### src/rtl/stage_sequencer.sv
// stage_sequencer
//
// Multi-cycle control FSM for the core. Walks one instruction at a time through
// fetch -> decode -> execute -> memory -> writeback. Each stage gets a one-cycle
// enable pulse on entry, and the FSM waits for that stage's completed flag before
// moving on. The block owns the architectural PC. After writeback it commits
// pc+4 or the jump target latched at execute completion.
//
// Parameters
//   RESET_PC  PC value loaded at reset.
//   TIMEOUT   cycles a stage may take after its enable pulse before ERROR.
//   CNT_W     width of the cycle and retired-instruction counters.
//
// Ports
//   clk, rstn                clock; synchronous active-low reset
//   start                    leaves IDLE (ignored in every other state)
//   *_completed              per-stage done flags
//   is_halt                  halt indication, valid with decode_completed
//   is_jump_chosen           jump decision, valid with exec_completed
//   jump_dest                jump target, valid with exec_completed
//   *_enabled                one-cycle stage start pulses
//   pc                       PC of the instruction in flight
//   busy / halted / error    status flags
//   cycle_count              cycles spent busy
//   retired                  writebacks completed
//
// All outputs are registered.

module stage_sequencer #(
  parameter logic [31:0] RESET_PC = 32'h0000_0000,
  parameter int unsigned TIMEOUT  = 1024,
  parameter int unsigned CNT_W    = 32
) (
  input  logic             clk,
  input  logic             rstn,
  input  logic             start,
  input  logic             fetch_completed,
  input  logic             decode_completed,
  input  logic             exec_completed,
  input  logic             mem_completed,
  input  logic             wb_completed,
  input  logic             is_halt,
  input  logic             is_jump_chosen,
  input  logic [31:0]      jump_dest,
  output logic             fetch_enabled,
  output logic             decode_enabled,
  output logic             exec_enabled,
  output logic             mem_enabled,
  output logic             wb_enabled,
  output logic [31:0]      pc,
  output logic             busy,
  output logic             halted,
  output logic             error,
  output logic [CNT_W-1:0] cycle_count,
  output logic [CNT_W-1:0] retired
);

  typedef enum logic [2:0] {
    StIdle,
    StFetch,
    StDecode,
    StExec,
    StMem,
    StWb,
    StHalted,
    StError
  } state_e;

  // Bit positions within the enable vector.
  localparam int unsigned IdxFetch  = 0;
  localparam int unsigned IdxDecode = 1;
  localparam int unsigned IdxExec   = 2;
  localparam int unsigned IdxMem    = 3;
  localparam int unsigned IdxWb     = 4;

  // The watchdog must be able to hold the value TIMEOUT itself.
  localparam int unsigned WdW     = (TIMEOUT > 0) ? $clog2(TIMEOUT + 1) : 1;
  localparam logic [WdW-1:0] WdLimit = WdW'(TIMEOUT);

  state_e           state_q, state_d;
  logic [4:0]       en_q, en_d;
  logic [WdW-1:0]   wd_q, wd_d;
  logic [31:0]      pc_q, pc_d;
  logic             halt_pending_q, halt_pending_d;
  logic             jump_taken_q, jump_taken_d;
  logic [31:0]      target_q, target_d;
  logic [CNT_W-1:0] retired_q, retired_d;
  logic [CNT_W-1:0] cycle_count_q, cycle_count_d;
  logic             busy_q, busy_d;
  logic             halted_q, halted_d;
  logic             error_q, error_d;

  logic entry;
  logic in_stage;
  logic stage_done;

  // An enable bit is high exactly in a stage's entry cycle. Stages never raise
  // completed while enabled, so completion is masked in that cycle.
  assign entry = |en_q;

  always_comb begin : done_mux
    in_stage   = 1'b0;
    stage_done = 1'b0;
    unique case (state_q)
      StFetch: begin
        in_stage   = 1'b1;
        stage_done = fetch_completed;
      end
      StDecode: begin
        in_stage   = 1'b1;
        stage_done = decode_completed;
      end
      StExec: begin
        in_stage   = 1'b1;
        stage_done = exec_completed;
      end
      StMem: begin
        in_stage   = 1'b1;
        stage_done = mem_completed;
      end
      StWb: begin
        in_stage   = 1'b1;
        stage_done = wb_completed;
      end
      default: begin
        in_stage   = 1'b0;
        stage_done = 1'b0;
      end
    endcase
    stage_done = stage_done & ~entry;
  end

  always_comb begin : next_state
    state_d        = state_q;
    en_d           = '0;
    wd_d           = wd_q;
    pc_d           = pc_q;
    halt_pending_d = halt_pending_q;
    jump_taken_d   = jump_taken_q;
    target_d       = target_q;
    retired_d      = retired_q;
    cycle_count_d  = busy_q ? cycle_count_q + CNT_W'(1) : cycle_count_q;

    unique case (state_q)
      StIdle: begin
        if (start) begin
          state_d        = StFetch;
          en_d[IdxFetch] = 1'b1;
          wd_d           = '0;
        end
      end
      StFetch: begin
        if (stage_done) begin
          state_d         = StDecode;
          en_d[IdxDecode] = 1'b1;
        end
      end
      StDecode: begin
        if (stage_done) begin
          state_d        = StExec;
          en_d[IdxExec]  = 1'b1;
          halt_pending_d = is_halt;
        end
      end
      StExec: begin
        if (stage_done) begin
          state_d      = StMem;
          en_d[IdxMem] = 1'b1;
          jump_taken_d = is_jump_chosen;
          // Instructions are word aligned; drop any low target bits.
          target_d     = jump_dest & 32'hFFFF_FFFC;
        end
      end
      StMem: begin
        if (stage_done) begin
          state_d     = StWb;
          en_d[IdxWb] = 1'b1;
        end
      end
      StWb: begin
        if (stage_done) begin
          retired_d = retired_q + CNT_W'(1);
          pc_d      = jump_taken_q ? target_q : pc_q + 32'd4;
          // The halting instruction still commits its PC before stopping.
          if (halt_pending_q) begin
            state_d = StHalted;
          end else begin
            state_d        = StFetch;
            en_d[IdxFetch] = 1'b1;
          end
        end
      end
      StHalted, StError: begin
        state_d = state_q;
      end
      default: begin
        state_d = StIdle;
      end
    endcase

    // Watchdog shared by all stage states. A completion in the cycle the limit
    // is reached still wins over the timeout.
    if (in_stage) begin
      if (stage_done) begin
        wd_d = '0;
      end else if (wd_q == WdLimit) begin
        state_d = StError;
      end else begin
        wd_d = wd_q + WdW'(1);
      end
    end

    busy_d   = (state_d != StIdle) && (state_d != StHalted) && (state_d != StError);
    halted_d = (state_d == StHalted);
    error_d  = (state_d == StError);
  end

  always_ff @(posedge clk) begin
    if (!rstn) begin
      state_q        <= StIdle;
      en_q           <= '0;
      wd_q           <= '0;
      pc_q           <= RESET_PC;
      halt_pending_q <= 1'b0;
      jump_taken_q   <= 1'b0;
      target_q       <= '0;
      retired_q      <= '0;
      cycle_count_q  <= '0;
      busy_q         <= 1'b0;
      halted_q       <= 1'b0;
      error_q        <= 1'b0;
    end else begin
      state_q        <= state_d;
      en_q           <= en_d;
      wd_q           <= wd_d;
      pc_q           <= pc_d;
      halt_pending_q <= halt_pending_d;
      jump_taken_q   <= jump_taken_d;
      target_q       <= target_d;
      retired_q      <= retired_d;
      cycle_count_q  <= cycle_count_d;
      busy_q         <= busy_d;
      halted_q       <= halted_d;
      error_q        <= error_d;
    end
  end

  assign fetch_enabled  = en_q[IdxFetch];
  assign decode_enabled = en_q[IdxDecode];
  assign exec_enabled   = en_q[IdxExec];
  assign mem_enabled    = en_q[IdxMem];
  assign wb_enabled     = en_q[IdxWb];
  assign pc             = pc_q;
  assign busy           = busy_q;
  assign halted         = halted_q;
  assign error          = error_q;
  assign cycle_count    = cycle_count_q;
  assign retired        = retired_q;

endmodule

### config.mk
export PLATFORM = sky130hd
export DESIGN_NAME = stage_sequencer
export DESIGN_NICKNAME = d
export VERILOG_FILES = /design/src/rtl/stage_sequencer.sv
export SDC_FILE = /design/constraint.sdc
export NUM_CORES = 1
export LEC_CHECK = 0
export CORE_MARGIN = 10
export CORE_UTILIZATION = 35
export CTS_CLUSTER_SIZE = 16
export DETAILED_ROUTE_END_ITERATION = 7
export PLACE_DENSITY = 0.58
export SLEW_MARGIN = 20
export SYNTH_ARGS = -nofsm -noshare
export SYNTH_HDL_FRONTEND = slang
export SYNTH_SLANG_ARGS = --single-unit
### constraint.sdc
create_clock -name clk -period 3.32 [get_ports clk]
set_input_delay 0.664 -clock clk [delete_from_list [all_inputs] [get_ports clk]]
set_output_delay 0.664 -clock clk [all_outputs]
set_load 0.02 [all_outputs]
# Word-level counts from Yosys, hierarchy flattened
# Index checks and enable logic that the tools add are counted.
totals:
  out_inout_bits: 104
  register_bits: 150
  inputBits: 42
op_classes:
  eq_ne: 12
  muxes: 24
  n_bitwise: 2
  n_reduce_logical: 14
  addsub: 4
op_table:
  columns: ["op", "n"]
  rows:
  - ["32-bit by 1-bit adder with 32-bit output (second input constant)", 2]
  - ["11-bit two-way mux", 5]
  - ["32-bit by 3-bit adder with 32-bit output (second input constant)", 1]
  - ["32-bit two-way mux", 1]
  - ["3-bit two-way mux", 10]
  - ["3-bit one-hot mux with 7 select lines", 1]
  - ["3-bit == test (second input constant)", 6]
  - ["2-bit AND reduction", 7]
  - ["11-bit by 1-bit adder with 11-bit output (second input constant)", 1]
  - ["11-bit == test (second input constant)", 1]
  - ["5-bit OR reduction", 2]
  - ["3-bit by 2-bit == test with 1-bit output (second input constant)", 2]
  - ["3-bit != test (second input constant)", 2]
  - ["1-bit two-way mux", 5]
  - ["1-bit one-hot mux with 5 select lines", 1]
  - ["3-bit by 1-bit == test with 1-bit output (second input constant)", 1]
  - ["3-bit zero test", 1]
  - ["3-bit nonzero test", 1]
  - ["1-bit logical AND", 2]
  - ["1-bit one-hot mux with 2 select lines", 1]
  - ["2-bit OR reduction", 1]
  - ["1-bit AND", 1]
  - ["1-bit NOT", 1]

# Longest topological paths before layout
logic_depth:
  depth_word: 11
  depth_mapped: 9

# Worst setup path after synthesis
# OpenSTA, ideal clock, no wires.
synth_timing:
  kind: "register to register"
  startpoint: "reg en_q[0]"
  endpoint: "reg retired_q[29], in the netlist retired[29]"
  path_buffers: 2
  path_stages_with_launch: 9
  required_time_ns: 3.250
  setup_slack_ns: 0.676
  synth_period_minus_slack_ns: 2.644
  arrival_time_ns: 2.574
  path_cell_list: "dfxtp_1 > or4_4 > buf_6 > or4_4 > buf_6 > nor3_4 > nand4_2 > or3_1 > a21oi_1"
synth_via:
  elab_chain_len: 4
synth_rtl:
  columns: ["item", "line", "rtl"]
  rows:
  - ["from (decl)", "81", "logic [4:0] en_q, en_d;"]
  - ["from (signal assigned)", "234", "en_q <= en_d;"]
  - ["5-bit OR reduction", "99", "assign entry = |en_q;"]
  - ["1-bit NOT", "130", "stage_done = stage_done & ~entry;"]
  - ["1-bit AND", "130", null]
  - ["2-bit AND reduction (no source line)", null, null]
  - ["to (signal assigned)", "240", "retired_q <= retired_d;"]
  - ["to (decl)", "87", "logic [CNT_W-1:0] retired_q, retired_d;"]
# Every way passes these cells.
# A chain may end at the register's enable or synchronous reset.

# Final worst setup path
layout_timing:
  startpoint: "reg state_q[0]"
  endpoint: "reg retired_q[25], in the netlist retired[25]"
layout_via:
  elab_chain_len: 4
layout_rtl:
  columns: ["item", "line", "rtl"]
  rows:
  - ["from (decl)", "80", "state_e state_q, state_d;"]
  - ["from (signal assigned)", "220", "state_q <= StIdle;"]
  - ["from (signal assigned)", "233", "state_q <= state_d;"]
  - ["3-bit == test (tied with other cells)", "104, 144", null]
  - ["1-bit one-hot mux with 5 select lines", "104", "unique case (state_q)"]
  - ["1-bit AND", "130", null]
  - ["2-bit AND reduction (no source line) *", null, null]
# Every way passes the cells marked *; elsewhere a longest branch is shown, timed or not.

==> impl_table.tex <==
\begin{tabular}{lr}
\hline
Metric & Value \\
\hline
\multicolumn{2}{l}{\textbf{Clocking}} \\
\quad Setup repair bufs after CTS & 0 \\
\quad Num CTS Buffers & 17 \\
\quad Worst-case clock buffer depth & 2 \\
\quad Post-CTS Resized & 0 \\
\quad Clock latency reported for the late side of the worst-skew pair & 0.42 ns \\
\quad Post-CTS Hold Fix Bufs & 0 \\
\quad Number of clock sinks & 148 \\
\quad H-Tree Depth & 4 \\
\quad Clock transition at the register clock pins on the worst setup and hold paths after CTS & 0.06 ns \\
\quad Clock root buffer & clkbuf\_16 \\
\quad TritonCTS clock tree & done \\
\multicolumn{2}{l}{\textbf{Die}} \\
\quad Horizontal die dimension & 160.3 um \\
\quad Placeable core area & 0.01940 sq mm \\
\quad Initial cell density of the core & 35.50\% \\
\quad Standard-cell rows & between 50 and 60 \\
\quad I/O pin total & 146 \\
\quad Die height & 160.3 um \\
\quad Die ar. & 0.02569 sq mm \\
\multicolumn{2}{l}{\textbf{Place}} \\
\quad Placed wire-length estimate after detailed placement & about 14 mm \\
\quad Final weighted congestion in routability-driven placement & 0.8165 \\
\quad Number of port buffers & 141 \\
\quad Placed Area & roughly 0.0086 sq mm \\
\multicolumn{2}{l}{\textbf{Run status}} \\
\quad Outcome & finished, final reports clean \\
\multicolumn{2}{l}{\textbf{Critical path}} \\
\quad Critical path launch point type & register \\
\quad Arrival time reported for the critical path endpoint & 2.88 ns \\
\quad Category of the worst setup path capture point & register \\
\quad Required time at the endpoint of the critical path & 3.62 ns \\
\quad Critical Path Fanout Max & 14 \\
\quad Worst setup path class & reg2reg \\
\multicolumn{2}{l}{\textbf{Global routing}} \\
\quad Aggregate global routing overflow & 0 \\
\quad Via count of the first global-routing pass & 6,008 \\
\quad Initial antenna violation count & 1 \\
\quad Pin count of the biggest net entering global routing & 55 \\
\quad First-pass GRT wire length & 32.02 mm \\
\quad Global Route Usage Sum & 15.15\% \\
\multicolumn{2}{l}{\textbf{Detailed routing}} \\
\quad Total Routed Length & 19.81 mm \\
\quad Wire length per cell & between 15 and 20 um \\
\quad Number of antenna-violating nets in the routed design & 0 \\
\quad Detailed-route via count & between 6,000 and 7,000 \\
\quad First-pass iteration count of the detailed router & 5 \\
\quad Number of DRC violations after detailed routing & 0 \\
\quad Via-to-Cell Ratio & 5.069 \\
\quad Number of design-rule violations left by the first detailed-router iteration & $\sim$340 \\
\multicolumn{2}{l}{\textbf{Synthesis}} \\
\quad Synth area leaders & dfxtp\_1 43\%, nand2\_1 6.4\%, nor2\_1 5.8\% \\
\quad Share of the yosys chip area belonging to registers & 43.02\% \\
\quad Most used flip-flop cell after synthesis & dfxtp\_1 \\
\quad Mean post-synth cell area & 8.159 sq um \\
\quad Cell area after synthesis & 0.006887 sq mm \\
\quad Biggest area consumer among synthesized cells & dfxtp\_1 \\
\quad Seq cells post-synth & 148 \\
\quad Ys Warns & 0 \\
\quad Post-synth top area share & 43.02\% \\
\quad Number of flops mapped to enable cells by yosys & 0 \\
\quad Yosys cell types & between 50 and 60 \\
\quad Number of instances in the synthesized netlist & 844 \\
\quad Async set or reset register ratio after synthesis & 0\% \\
\multicolumn{2}{l}{\textbf{STA}} \\
\quad Min Tclk post-route & 2.584 ns \\
\quad Sum of negative setup slack & 0 ns \\
\quad Setup violations, final & 0 \\
\quad Count of final hold-check violations & 0 \\
\quad Worst slew pin tran & 0.6359 ns \\
\quad Relative slew slack & a little under three fifths \\
\quad Unrepaired setup endpoints after global routing & false \\
\quad Final clock skew & 0.01096 ns \\
\quad Share of the clock period used by the worst path after layout & 77.84\% \\
\quad Maximum frequency from static timing analysis & 386.9 MHz \\
\quad Final slew viol count & 0 \\
\multicolumn{2}{l}{\textbf{Run}} \\
\quad Max-cap check violation count & 0 \\
\multicolumn{2}{l}{\textbf{Pwr}} \\
\quad Power density cells & 422.7 mW/mm\^{}2 \\
\quad Worst VDD drop & between 300 and 400 uV \\
\quad Leakage power of the design & 3.179 nW \\
\quad Power Total & 3.888 mW \\
\multicolumn{2}{l}{\textbf{Finish}} \\
\quad Post-synthesis to final-layout area growth & 33.56\% \\
\quad Share of layout cells above drive strength 1 & 7.071\% \\
\quad Final design instance area without fill & 0.009198 sq mm \\
\quad Share of the core filled with cells & 47.41\% \\
\quad Number of nets in the layout & 1,024 \\
\multicolumn{2}{l}{\textbf{Hold path}} \\
\quad Kind of path behind the tightest hold check & reg2reg \\
\hline
\end{tabular}
==> state kept, by name (all words and copies together) (netlist names) <==
| signal | count |
|---|---|
| error | 1 |
| retired | 32 |
| cycle_count | 32 |
| busy | 1 |
| state_q | 3 |
| en_q | 5 |
| jump_taken_q | 1 |
| wd_q | 11 |
| halt_pending_q | 1 |
| target_q | 30 |
| halted | 1 |
| pc | 30 |
==> logic make-up after synthesis <==
group                    after synthesis  share of synthesized area, %
buffers and inverters                 63                         3.815
flip-flops                           148                         43.02
AND/OR/NAND/NOR                      401                         28.33
AO/OA/AOI/OAI                        146                         13.23
adder cells (fa/ha/maj)                5                        0.9084
other                                  1                       0.05445
XOR/XNOR                              57                         7.249
multiplexers                          23                         3.397
==> per-stage QoR <==
step	cells	hold WS [ns]	setup slack (ns)
after floorplan	845	0.4360	0.6758
after global placement	1223	0.4450	0.5066
after CTS	1255	0.4587	0.7284
final	1257	0.4574	0.7357
after detailed placement	1223	0.4505	0.4897
after global routing	1255	0.4838	0.5499
==> metal layers <==
metal  track usage, %  vias up  part of all wire (%)
li1                 -     3234                     -
met5                0        -                  0.10
met3            5.707       14                   7.1
met2            23.48      159                    46
met1            19.34     2963                    46
met4            3.965        2                  0.81
==> synthesized netlist by cell type (3+ instances only) <==
master    number
a221oi_1       5
a22o_1         3
a211oi_1       4
buf_2          3
and2_1        11
inv_1         13
xnor2_1       20
nand3_1       36
xor2_1        37
or4_1          3
and4_1         9
or3_1         14
nand4_1       26
o211a_1        3
a21oi_1       65
clkbuf_1      40
nand2b_1       3
and3_1        23
o21a_1         4
ha_1           5
a22oi_1       12
o221ai_1       7
nor4_1         6
o21ai_0       21
nand2_1      118
mux2i_1       20
a31oi_1        6
nor2b_1        8
nor2_1       107
o22ai_1        4
nor3_1        23
mux2_2         3
dfxtp_1      148
nor4_2         3
==> worst max-delay path, stage by stage (launching register included) <==
cell	delay, ns
dfxtp_1	0.60
nand2b_1	0.28
or4_4	0.68
nor4_2	0.51
nand4b_1	0.17
xor2_1	0.17
nor2_1	0.05
==> where the power goes <==
group | leakage [nW] | switching (mW) | internal, mW
Clock | 0.261 | 0.791 | 1.06
Combinational | 1.73 | 0.119 | 0.106
Sequential | 1.19 | 0.0251 | 1.79
Total | 3.18 | 0.935 | 2.95
==> cells in the final DEF (no fill, tap or decap), types with 4 or more instances in the layout <==
master / Yosys / routed
nand4_1: 26 / 26
xor2_1: 37 / 37
nor4_1: 6 / 6
nand3_1: 36 / 36
o221ai_1: 7 / 7
dfxtp_1: 148 / 148
o22ai_1: 4 / 4
clkinvlp_4: 0 / 6
clkinv_4: 0 / 5
a21oi_1: 65 / 65
nor3_1: 23 / 22
nor2b_1: 8 / 8
buf_4: 2 / 19
clkdlybuf4s50_1: 0 / 141
mux2i_1: 20 / 20
or3_1: 14 / 14
a31oi_1: 6 / 6
and2_1: 11 / 11
o21ai_0: 21 / 21
and4_1: 9 / 9
nand2_1: 118 / 118
nor2_1: 107 / 107
xnor2_1: 20 / 20
a211oi_1: 4 / 4
ha_1: 5 / 5
and3_1: 23 / 23
inv_1: 13 / 12
a22oi_1: 12 / 12
clkbuf_16: 0 / 17
a221oi_1: 5 / 5
o21a_1: 4 / 4
==> worst paths after layout <==
kind,startpoint,to,slack [ns],cells past startpoint
hold reg to reg,target_q[7],target_q[7],0.46,2
setup / recovery,state_q[0],retired[25],0.74,6
setup reg to reg,state_q[0],retired[25],0.74,6
hold / removal,target_q[7],target_q[7],0.46,2
==> layout make-up <==
cell class              count  area [sq um]
diodes                      2         5.005
repair buffers            162          1594
fillers                  1941         10200
clock buffers              18         439.2
multi-input cells         634          3679
inverters                  14         53.80
clock inverters            14         132.6
well taps                 265         331.6
flip-flops and latches    148          2963
(Power assumes the default switching activity.)
